### config.mk
export PLATFORM = sky130hd
export DESIGN_NAME = pll_fracn_fb_divider_flat
export DESIGN_NICKNAME = d
export VERILOG_FILES = /design/src/rtl/pll_fracn_fb_divider_if.sv /design/src/rtl/pll_fracn_fb_divider.sv /design/src/flat_wrapper.sv
export SDC_FILE = /design/constraint.sdc
export NUM_CORES = 1
export LEC_CHECK = 0
export CORE_MARGIN = 2
export CORE_UTILIZATION = 45
export CTS_CLUSTER_DIAMETER = 120
export DETAILED_ROUTE_END_ITERATION = 8
export PLACE_DENSITY = 0.66
export SLEW_MARGIN = 20
export SYNTH_ARGS = -nofsm -noshare
export SYNTH_HDL_FRONTEND = slang
export SYNTH_SLANG_ARGS = --single-unit
export TNS_END_PERCENT = 1
### constraint.sdc
create_clock -name clk -period 4.3 [get_ports clk]
set_clock_uncertainty 0.2 [all_clocks]
set_input_delay 0.86 -clock clk [delete_from_list [all_inputs] [get_ports clk]]
set_output_delay 0.86 -clock clk [all_outputs]
set_load 0.02 [all_outputs]
### src/rtl/pll_fracn_fb_divider_if.sv
// Control/status bundle for the fractional-N feedback divider.
// The master supplies enable and the division word; the slave returns the feedback timing outputs.
interface pll_fracn_fb_divider_if #(
  parameter int INT_WIDTH  = 4,
  parameter int FRAC_WIDTH = 4
);
  logic                   en;
  logic [INT_WIDTH-1:0]   int_div;
  logic [FRAC_WIDTH-1:0]  frac_div;
  logic                   div_pulse;
  logic                   div_clk;
  logic [INT_WIDTH+1:0]   cur_mod;
  logic                   clamp_err;

  modport master (
    output en, int_div, frac_div,
    input  div_pulse, div_clk, cur_mod, clamp_err
  );

  modport slave (
    input  en, int_div, frac_div,
    output div_pulse, div_clk, cur_mod, clamp_err
  );
endinterface

### src/rtl/pll_fracn_fb_divider.sv
// Fractional-N feedback divider: per-period modulus from a first-order accumulator
// or a MASH-1-1 modulator, with a one-cycle end-of-period pulse and a ~50% divided clock.
module pll_fracn_fb_divider #(
  parameter int INT_WIDTH  = 4,
  parameter int FRAC_WIDTH = 4,
  parameter int ORDER      = 1
) (
  input  logic                  clk,
  input  logic                  rstn,
  pll_fracn_fb_divider_if.slave bus
);
  localparam int MW      = INT_WIDTH + 2;
  localparam int MIN_MOD = 2;

  generate
    if (ORDER != 1 && ORDER != 2) begin : g_bad_order
      $error("pll_fracn_fb_divider: ORDER must be 1 or 2");
    end
  endgenerate

  typedef enum logic {IDLE, RUN} state_t;

  state_t                 state_q, state_d;
  logic [MW-1:0]          cnt_q, cnt_d;
  logic [MW-1:0]          cur_mod_q, cur_mod_d;
  logic [FRAC_WIDTH-1:0]  acc1_q, acc1_d;
  logic [FRAC_WIDTH-1:0]  acc2_q, acc2_d;
  logic                   c2_prev_q, c2_prev_d;
  logic                   clamp_q, clamp_d;
  logic                   div_pulse_q, div_pulse_d;
  logic                   div_clk_q, div_clk_d;

  logic [FRAC_WIDTH:0]    s1, s2;
  logic [FRAC_WIDTH-1:0]  acc1_nx, acc2_nx;
  logic                   c1, c2;
  logic [MW-1:0]          off;
  logic [MW-1:0]          m_raw;
  logic [MW-1:0]          m_final;
  logic                   clamp_hit;
  logic                   load;

  // Modulus for the next period, evaluated every cycle but only committed on load.
  always_comb begin
    s1      = {1'b0, acc1_q} + {1'b0, bus.frac_div};
    c1      = s1[FRAC_WIDTH];
    acc1_nx = s1[FRAC_WIDTH-1:0];
    s2      = {1'b0, acc2_q} + {1'b0, acc1_nx};
    c2      = s2[FRAC_WIDTH];
    acc2_nx = s2[FRAC_WIDTH-1:0];
    if (ORDER == 2) begin
      off = MW'(c1) + MW'(c2) - MW'(c2_prev_q);
    end else begin
      off = MW'(c1);
    end
    m_raw     = {2'b00, bus.int_div} + off;
    clamp_hit = $signed(m_raw) < $signed(MW'(MIN_MOD));
    m_final   = clamp_hit ? MW'(MIN_MOD) : m_raw;
  end

  always_comb begin
    state_d   = state_q;
    cnt_d     = cnt_q;
    cur_mod_d = cur_mod_q;
    acc1_d    = acc1_q;
    acc2_d    = acc2_q;
    c2_prev_d = c2_prev_q;
    clamp_d   = clamp_q;
    load      = 1'b0;

    if (!bus.en) begin
      state_d   = IDLE;
      cnt_d     = '0;
      cur_mod_d = '0;
      acc1_d    = '0;
      acc2_d    = '0;
      c2_prev_d = 1'b0;
      clamp_d   = 1'b0;
    end else begin
      case (state_q)
        IDLE:    load = 1'b1;
        RUN: begin
          if (cnt_q == '0) load = 1'b1;
          else             cnt_d = cnt_q - MW'(1);
        end
        default: load = 1'b1;
      endcase

      if (load) begin
        state_d   = RUN;
        cnt_d     = m_final - MW'(1);
        cur_mod_d = m_final;
        acc1_d    = acc1_nx;
        if (ORDER == 2) begin
          acc2_d    = acc2_nx;
          c2_prev_d = c2;
        end
        clamp_d   = clamp_q | clamp_hit;
      end
    end

    // Outputs are registered from next-state so they toggle cleanly on the clock edge.
    div_pulse_d = (state_d == RUN) && (cnt_d == '0);
    div_clk_d   = (state_d == RUN) && (cnt_d >= (cur_mod_d >> 1));
  end

  always_ff @(posedge clk or negedge rstn) begin
    if (!rstn) begin
      state_q     <= IDLE;
      cnt_q       <= '0;
      cur_mod_q   <= '0;
      acc1_q      <= '0;
      acc2_q      <= '0;
      c2_prev_q   <= 1'b0;
      clamp_q     <= 1'b0;
      div_pulse_q <= 1'b0;
      div_clk_q   <= 1'b0;
    end else begin
      state_q     <= state_d;
      cnt_q       <= cnt_d;
      cur_mod_q   <= cur_mod_d;
      acc1_q      <= acc1_d;
      acc2_q      <= acc2_d;
      c2_prev_q   <= c2_prev_d;
      clamp_q     <= clamp_d;
      div_pulse_q <= div_pulse_d;
      div_clk_q   <= div_clk_d;
    end
  end

  assign bus.div_pulse = div_pulse_q;
  assign bus.div_clk   = div_clk_q;
  assign bus.cur_mod   = cur_mod_q;
  assign bus.clamp_err = clamp_q;
endmodule

### src/flat_wrapper.sv
// flat-port wrapper written by rule: the top's interface ports become plain ports
module pll_fracn_fb_divider_flat 
#(
  parameter int INT_WIDTH  = 4,
  parameter int FRAC_WIDTH = 4,
  parameter int ORDER      = 1
)
  (clk, rstn, bus_en, bus_int_div, bus_frac_div, bus_div_pulse, bus_div_clk, bus_cur_mod, bus_clamp_err);
  pll_fracn_fb_divider_if #(.INT_WIDTH(INT_WIDTH), .FRAC_WIDTH(FRAC_WIDTH)) bus_i ();
  input  logic clk;
  input  logic rstn;
  input wire logic [$bits(bus_i.en)-1:0] bus_en;
  input wire logic [$bits(bus_i.int_div)-1:0] bus_int_div;
  input wire logic [$bits(bus_i.frac_div)-1:0] bus_frac_div;
  output wire logic [$bits(bus_i.div_pulse)-1:0] bus_div_pulse;
  output wire logic [$bits(bus_i.div_clk)-1:0] bus_div_clk;
  output wire logic [$bits(bus_i.cur_mod)-1:0] bus_cur_mod;
  output wire logic [$bits(bus_i.clamp_err)-1:0] bus_clamp_err;
  assign bus_i.en = bus_en;
  assign bus_i.int_div = bus_int_div;
  assign bus_i.frac_div = bus_frac_div;
  assign bus_div_pulse = bus_i.div_pulse;
  assign bus_div_clk = bus_i.div_clk;
  assign bus_cur_mod = bus_i.cur_mod;
  assign bus_clamp_err = bus_i.clamp_err;
  pll_fracn_fb_divider #(.INT_WIDTH(INT_WIDTH), .FRAC_WIDTH(FRAC_WIDTH), .ORDER(ORDER)) u_core (.clk(clk), .rstn(rstn), .bus(bus_i));
endmodule
=== Yosys cells after proc, flatten, opt, wreduce, memory -nomap -nowiden ===
Index checks and enable logic that the tools add are counted.

* $add $sub $neg: 4
* Order comparisons: 2
* Eq/ne operators: 1
* Muxes and demuxes: 16
* Bitwise operators: 2
* Reduce and logical (&&, ||, !) cells: 4

{| class="wikitable"
|+ Operators by type and width
! cell !! number
|-
| 6-bit 2-to-1 mux || 7
|-
| 6-bit logical NOT || 2
|-
| 6-bit by 1-bit subtractor with 6-bit output (second input constant) || 2
|-
| 4-bit 2-to-1 mux || 2
|-
| 6-bit by 5-bit greater-or-equal comparator with 1-bit output || 1
|-
| 6-bit by 3-bit < comparator with 1-bit output (second input constant) || 1
|-
| 1-bit 2-to-1 mux || 6
|-
| 4-bit by 1-bit adder with 5-bit output || 1
|-
| 4-bit by 4-bit adder with 5-bit output || 1
|-
| 1-bit logical AND || 2
|-
| 2-bit by 1-bit inequality test with 1-bit output (second input constant) || 1
|-
| 1-bit case mux with 2 select lines || 1
|-
| 1-bit inverter || 1
|-
| 1-bit bitwise OR || 1
|}

* Register bits after elaboration: 20
* Output and inout bits: 9
* Word-level logic and storage cells: 37

=== Logic depth before layout (Yosys ltp) ===
* Depth after elaboration: 9
* Depth in mapped cells: 22
* Mapped depth without buffers: 22

=== Least setup slack after synthesis ===
Ideal clock, no wire load.

* Kind: in2reg
* Start: input port bus_frac_div[0]
* End: register u_core.div_clk_q, in the netlist u_core.bus.div_clk
* Library setup time: 124 ps
* Data arrival time: 4125 ps
* Data required time: 3976 ps
* Path slack: -149 ps
* Stages: 22
* Path buffers: 0
* Cell sequence: ha_1 inv_1 fa_1 nor2b_1 o21ai_0 nand2b_1 ha_1 ha_1 and2_1 a21oi_1 or3_1 nand2_1 ha_1 xor2_1 nor2_4 nor2_1 nor2_1 ha_1 nand2_1 o21ai_0 and2_0 o31a_1

* Word-level cells in the longest chain between the ends: 9
* Elaborated cells between the ends (all ways): 11

{| class="wikitable"
|+ Ends and longest elaborated chain
! what !! RTL line !! RTL
|-
| start: declaration || flat_wrapper.sv:14 || <nowiki>input wire logic [$bits(bus_i.frac_div)-1:0] bus_frac_div;</nowiki>
|-
| 4-bit by 4-bit adder with 5-bit output (*) || pll_fracn_fb_divider.sv:44 || <nowiki>s1 = {1'b0, acc1_q} + {1'b0, bus.frac_div};</nowiki>
|-
| 4-bit by 1-bit adder with 5-bit output (*) || pll_fracn_fb_divider.sv:55 || <nowiki>m_raw = {2'b00, bus.int_div} + off;</nowiki>
|-
| 6-bit by 3-bit < comparator with 1-bit output || pll_fracn_fb_divider.sv:56 || <nowiki>clamp_hit = $signed(m_raw) < $signed(MW'(MIN_MOD));</nowiki>
|-
| 6-bit 2-to-1 mux (*) || pll_fracn_fb_divider.sv:57 || <nowiki>m_final = clamp_hit ? MW'(MIN_MOD) : m_raw;</nowiki>
|-
| 6-bit by 1-bit subtractor with 6-bit output (*) || pll_fracn_fb_divider.sv:90 || <nowiki>cnt_d = m_final - MW'(1);</nowiki>
|-
| 6-bit 2-to-1 mux (*) || pll_fracn_fb_divider.sv:88 || <nowiki>if (load) begin</nowiki>
|-
| 6-bit 2-to-1 mux (*) || pll_fracn_fb_divider.sv:70 || <nowiki>if (!bus.en) begin</nowiki>
|-
| named net u_core.cnt_d[2] || pll_fracn_fb_divider.sv:24 || <nowiki>logic [MW-1:0] cnt_q, cnt_d;</nowiki>
|-
| 6-bit by 5-bit greater-or-equal comparator with 1-bit output (*) || pll_fracn_fb_divider.sv:103 || <nowiki>div_clk_d = (state_d == RUN) && (cnt_d >= (cur_mod_d >> 1));</nowiki>
|-
| 1-bit logical AND (*) || pll_fracn_fb_divider.sv:103 ||
|-
| named net u_core.div_clk_d || pll_fracn_fb_divider.sv:31 || <nowiki>logic div_clk_q, div_clk_d;</nowiki>
|-
| end signal: assignment || pll_fracn_fb_divider.sv:126 || <nowiki>div_clk_q <= div_clk_d;</nowiki>
|-
| end: declaration || pll_fracn_fb_divider.sv:31 ||
|}

The timed path passes the listed nets; every way through them passes the cells marked *. The select of a mux whose other input is x is not followed.
A chain may end at the register's enable or synchronous reset.

=== Final worst setup path ===
Same ends and word-level chain as after synthesis.

==> flow_metrics.env <==
export IMPL_status="finished, final reports clean"
export IMPL_synth_fp_nets=180
export IMPL_ys_types=42
export IMPL_ys_warn_count=0
export IMPL_cp_max_fo=3
export IMPL_finalSetupTns_ns=0
export IMPL_fp_dieW_um=59.9
export IMPL_wl_per_cell_um=14.9
export IMPL_drtAntennaViolNets=0
export IMPL_worstMarginPinSlew_ns=0.945
export IMPL_postSynthCellCount=154
export IMPL_grt_max_degree=21
export IMPL_peakVddDrop_mv=0.258
export IMPL_clk_latency_ns=0.30
export IMPL_grt_use_met2_pct=32.3
export IMPL_cp_data_arrival_time_ns=4.23
export IMPL_use_met1_pct=29.4
export IMPL_clkTransAtPathRegs_ns=0.12
export IMPL_fin_crit_sh_pct=98.4
export IMPL_final_net_count=227
export IMPL_pin_count=20
export IMPL_rows=20
export IMPL_htreeDepth=1
export IMPL_clockRootBuffer="clkbuf_4"
export IMPL_grt_pass1_wl_um=5490
export IMPL_finalWeightedCongestion=0.911
export IMPL_dieArea_sq_um=3590
export IMPL_p_per_area_nw_per_um2=484
export IMPL_cts_buffers=3
export IMPL_n_antenna_cell=0
export IMPL_pre_cts_ws_ns=-0.650
export IMPL_antenna_found_initial=0
export IMPL_hold_viol_final=0
export IMPL_dr_pass1_iters=4
export IMPL_holdWs_ns=0.335
export IMPL_syn_area_sq_um=1410
export IMPL_initial_core_util_pct=46.9
export IMPL_core_area_sq_um=3000
export IMPL_vias_per_cell=5.49
export IMPL_met3_usage_pct=3.25
export IMPL_slew_viol_final=0
export IMPL_ys_ff_latch=20
export IMPL_drtIter0Drc=33
export IMPL_stdcell_area_sq_um=2060
export IMPL_layout_common_cells="buf_4 (29), dfrtp_1 (20), nand2_1 (17)"
export IMPL_grt_busiest_layer="met2"
export IMPL_grt_ovfl_total=0
export IMPL_period_minus_slack_ns=4.23
export IMPL_dpl_cell_area_sq_um=1800
export IMPL_synth_main_ff_cell="dfrtp_1"
export IMPL_numPortBuffers=19
export IMPL_max_clock_freq_ghz=0.236
export IMPL_clockBufferDepth=2
export IMPL_path_class="in -> reg"
export IMPL_syn_area_per_cell_sq_um=9.14
export IMPL_setup_viol=0
export IMPL_min_path_type="reg -> reg"
export IMPL_critical_path_endpoint_type="register"
export IMPL_hpwlAfterDp_um=2400
export IMPL_die_h_um=59.9
export IMPL_drt_wl_total_um=3480
export IMPL_worst_setup_path_start_kind="input pin"
export IMPL_grt_pass1_vias=1246
export IMPL_drive_gt1_share_pct=38.0
export IMPL_drc=0
export IMPL_synth_edf_count=0
export IMPL_cts_tree="done"
export IMPL_crit_required_ns=4.30
export IMPL_syn_to_final_growth_pct=46.0
export IMPL_finalWorstSetupSlack_ns=0.0696
export IMPL_cts_sinks=20
export IMPL_final_common_cell="buf_4"
export IMPL_final_util_pct=68.5
export IMPL_grtUsageTotal_pct=20.4
export IMPL_seq_area_frac_synth_pct=35.6
export IMPL_cap_viol_max_count=0
export IMPL_ys_async_sr_fraction_pct=100
export IMPL_relSlewSlack_pct=36.8
export IMPL_via_count=1279
export IMPL_cellLeakagePower_nw=0.932
[what timing repair did]
| action | 4_1_cts | 5_1_grt |
|---|---|---|
| hold endpoints to repair | 0 | 0 |
| gates resized for setup | 15 | 29 |
| hold buffers | 0 | 0 |
| pin swaps | 9 | 18 |
| setup buffers | 5 | 5 |
| setup endpoints to repair | 1 | 1 |
[stage by stage]
step	instances	power, W
global route	233	0.00107
detailed placement	219	0.000786
CTS	228	0.000920
floorplan	154	0.000635
finish	233	0.000995
global placement	219	0.000770
[power by group]
group          internal [W]  total (W)  switching [W]  leakage (nW)
clock network     0.0000516   0.000113      0.0000616        0.0210
registers          0.000231   0.000267      0.0000364         0.263
logic              0.000314   0.000615       0.000300         0.648
[sequential cells by signal (all words and copies together), names as in the netlist]
name / count
u_core.bus.cur_mod: 6
u_core.cnt_q: 6
u_core.acc1_q: 4
u_core.bus.clamp_err: 1
u_core.bus.div_clk: 1
u_core.bus.div_pulse: 1
u_core.state_q: 1
[worst max-delay path, cell delays in order]
cell,delay (ns)
buf_6,0.07
ha_4,0.12
inv_2,0.04
fa_2,0.41
nor2b_4,0.12
o21ai_2,0.05
nand2b_1,0.11
ha_4,0.17
ha_4,0.15
and2_4,0.16
a21oi_4,0.05
or3_4,0.38
nand2_4,0.07
ha_4,0.16
nand3_2,0.09
a22oi_2,0.15
o21bai_4,0.15
nand2_1,0.07
and3_4,0.21
ha_4,0.22
and2_4,0.12
o31a_1,0.28
[Yosys cell counts (all sizes together), types with 3 or more instances]
library cell	n	area [sq um]
o21ai	4	31.3
clkbuf	3	11.3
nand2	19	71.3
and2	3	18.8
and3	4	25.0
xnor2	7	61.3
nor3	6	40.0
nand3	7	35.0
nand2b	6	37.5
inv	8	30.0
nor2	16	67.6
dfrtp	20	500
a21oi	10	50.1
buf	4	38.8
ha	14	175
[routing by layer]
metal	share of wire, %	routed length (um)
met1	48	1660
met2	50	1730
met3	1.9	65
met4	0.60	21
met5	0	0
[logic make-up (layout without fill, tap and decap cells)]
logic type               count (synthesis)  after routing  share of synthesized area (%)
multiplexers                             1              1                          0.800
flip-flops                              20             20                           35.6
XOR/XNOR                                 9              9                           5.60
AND/OR/NAND/NOR                         69             69                           25.4
buffers and inverters                   15             61                           5.69
AO/OA/AOI/OAI                           25             25                           13.1
adder cells (fa/ha/maj)                 15             15                           13.9
[final timing paths]
path                                                   from                          endpoint  slack [ns]  depth (start not counted)
min in group asynchronous                              rstn      u_core.acc1_q[0]$_DFFE_PN0P_        0.86                          1
max reg2reg                    u_core.acc1_q[0]$_DFFE_PN0P_      u_core.bus.div_clk$_DFF_PN0_        0.27                         21
max                                         bus_frac_div[0]      u_core.bus.div_clk$_DFF_PN0_        0.07                         22
min                        u_core.bus.clamp_err$_DFFE_PN0P_  u_core.bus.clamp_err$_DFFE_PN0P_        0.33                          1
min reg2reg                u_core.bus.clamp_err$_DFFE_PN0P_  u_core.bus.clamp_err$_DFFE_PN0P_        0.33                          1
max in group asynchronous                              rstn          u_core.state_q$_DFF_PN0_        2.46                          1
[cell type report]
class                           instances  area, sq um
Clock buffer                            4         36.3
Inverter                                8         30.0
Timing Repair Buffer                   49          417
Fill cell                             239          947
Sequential cell                        20          500
Multi-Input combinational cell        119         1030
Tap cell                               33         41.3
No activity file was read; power rests on OpenSTA's default activity.
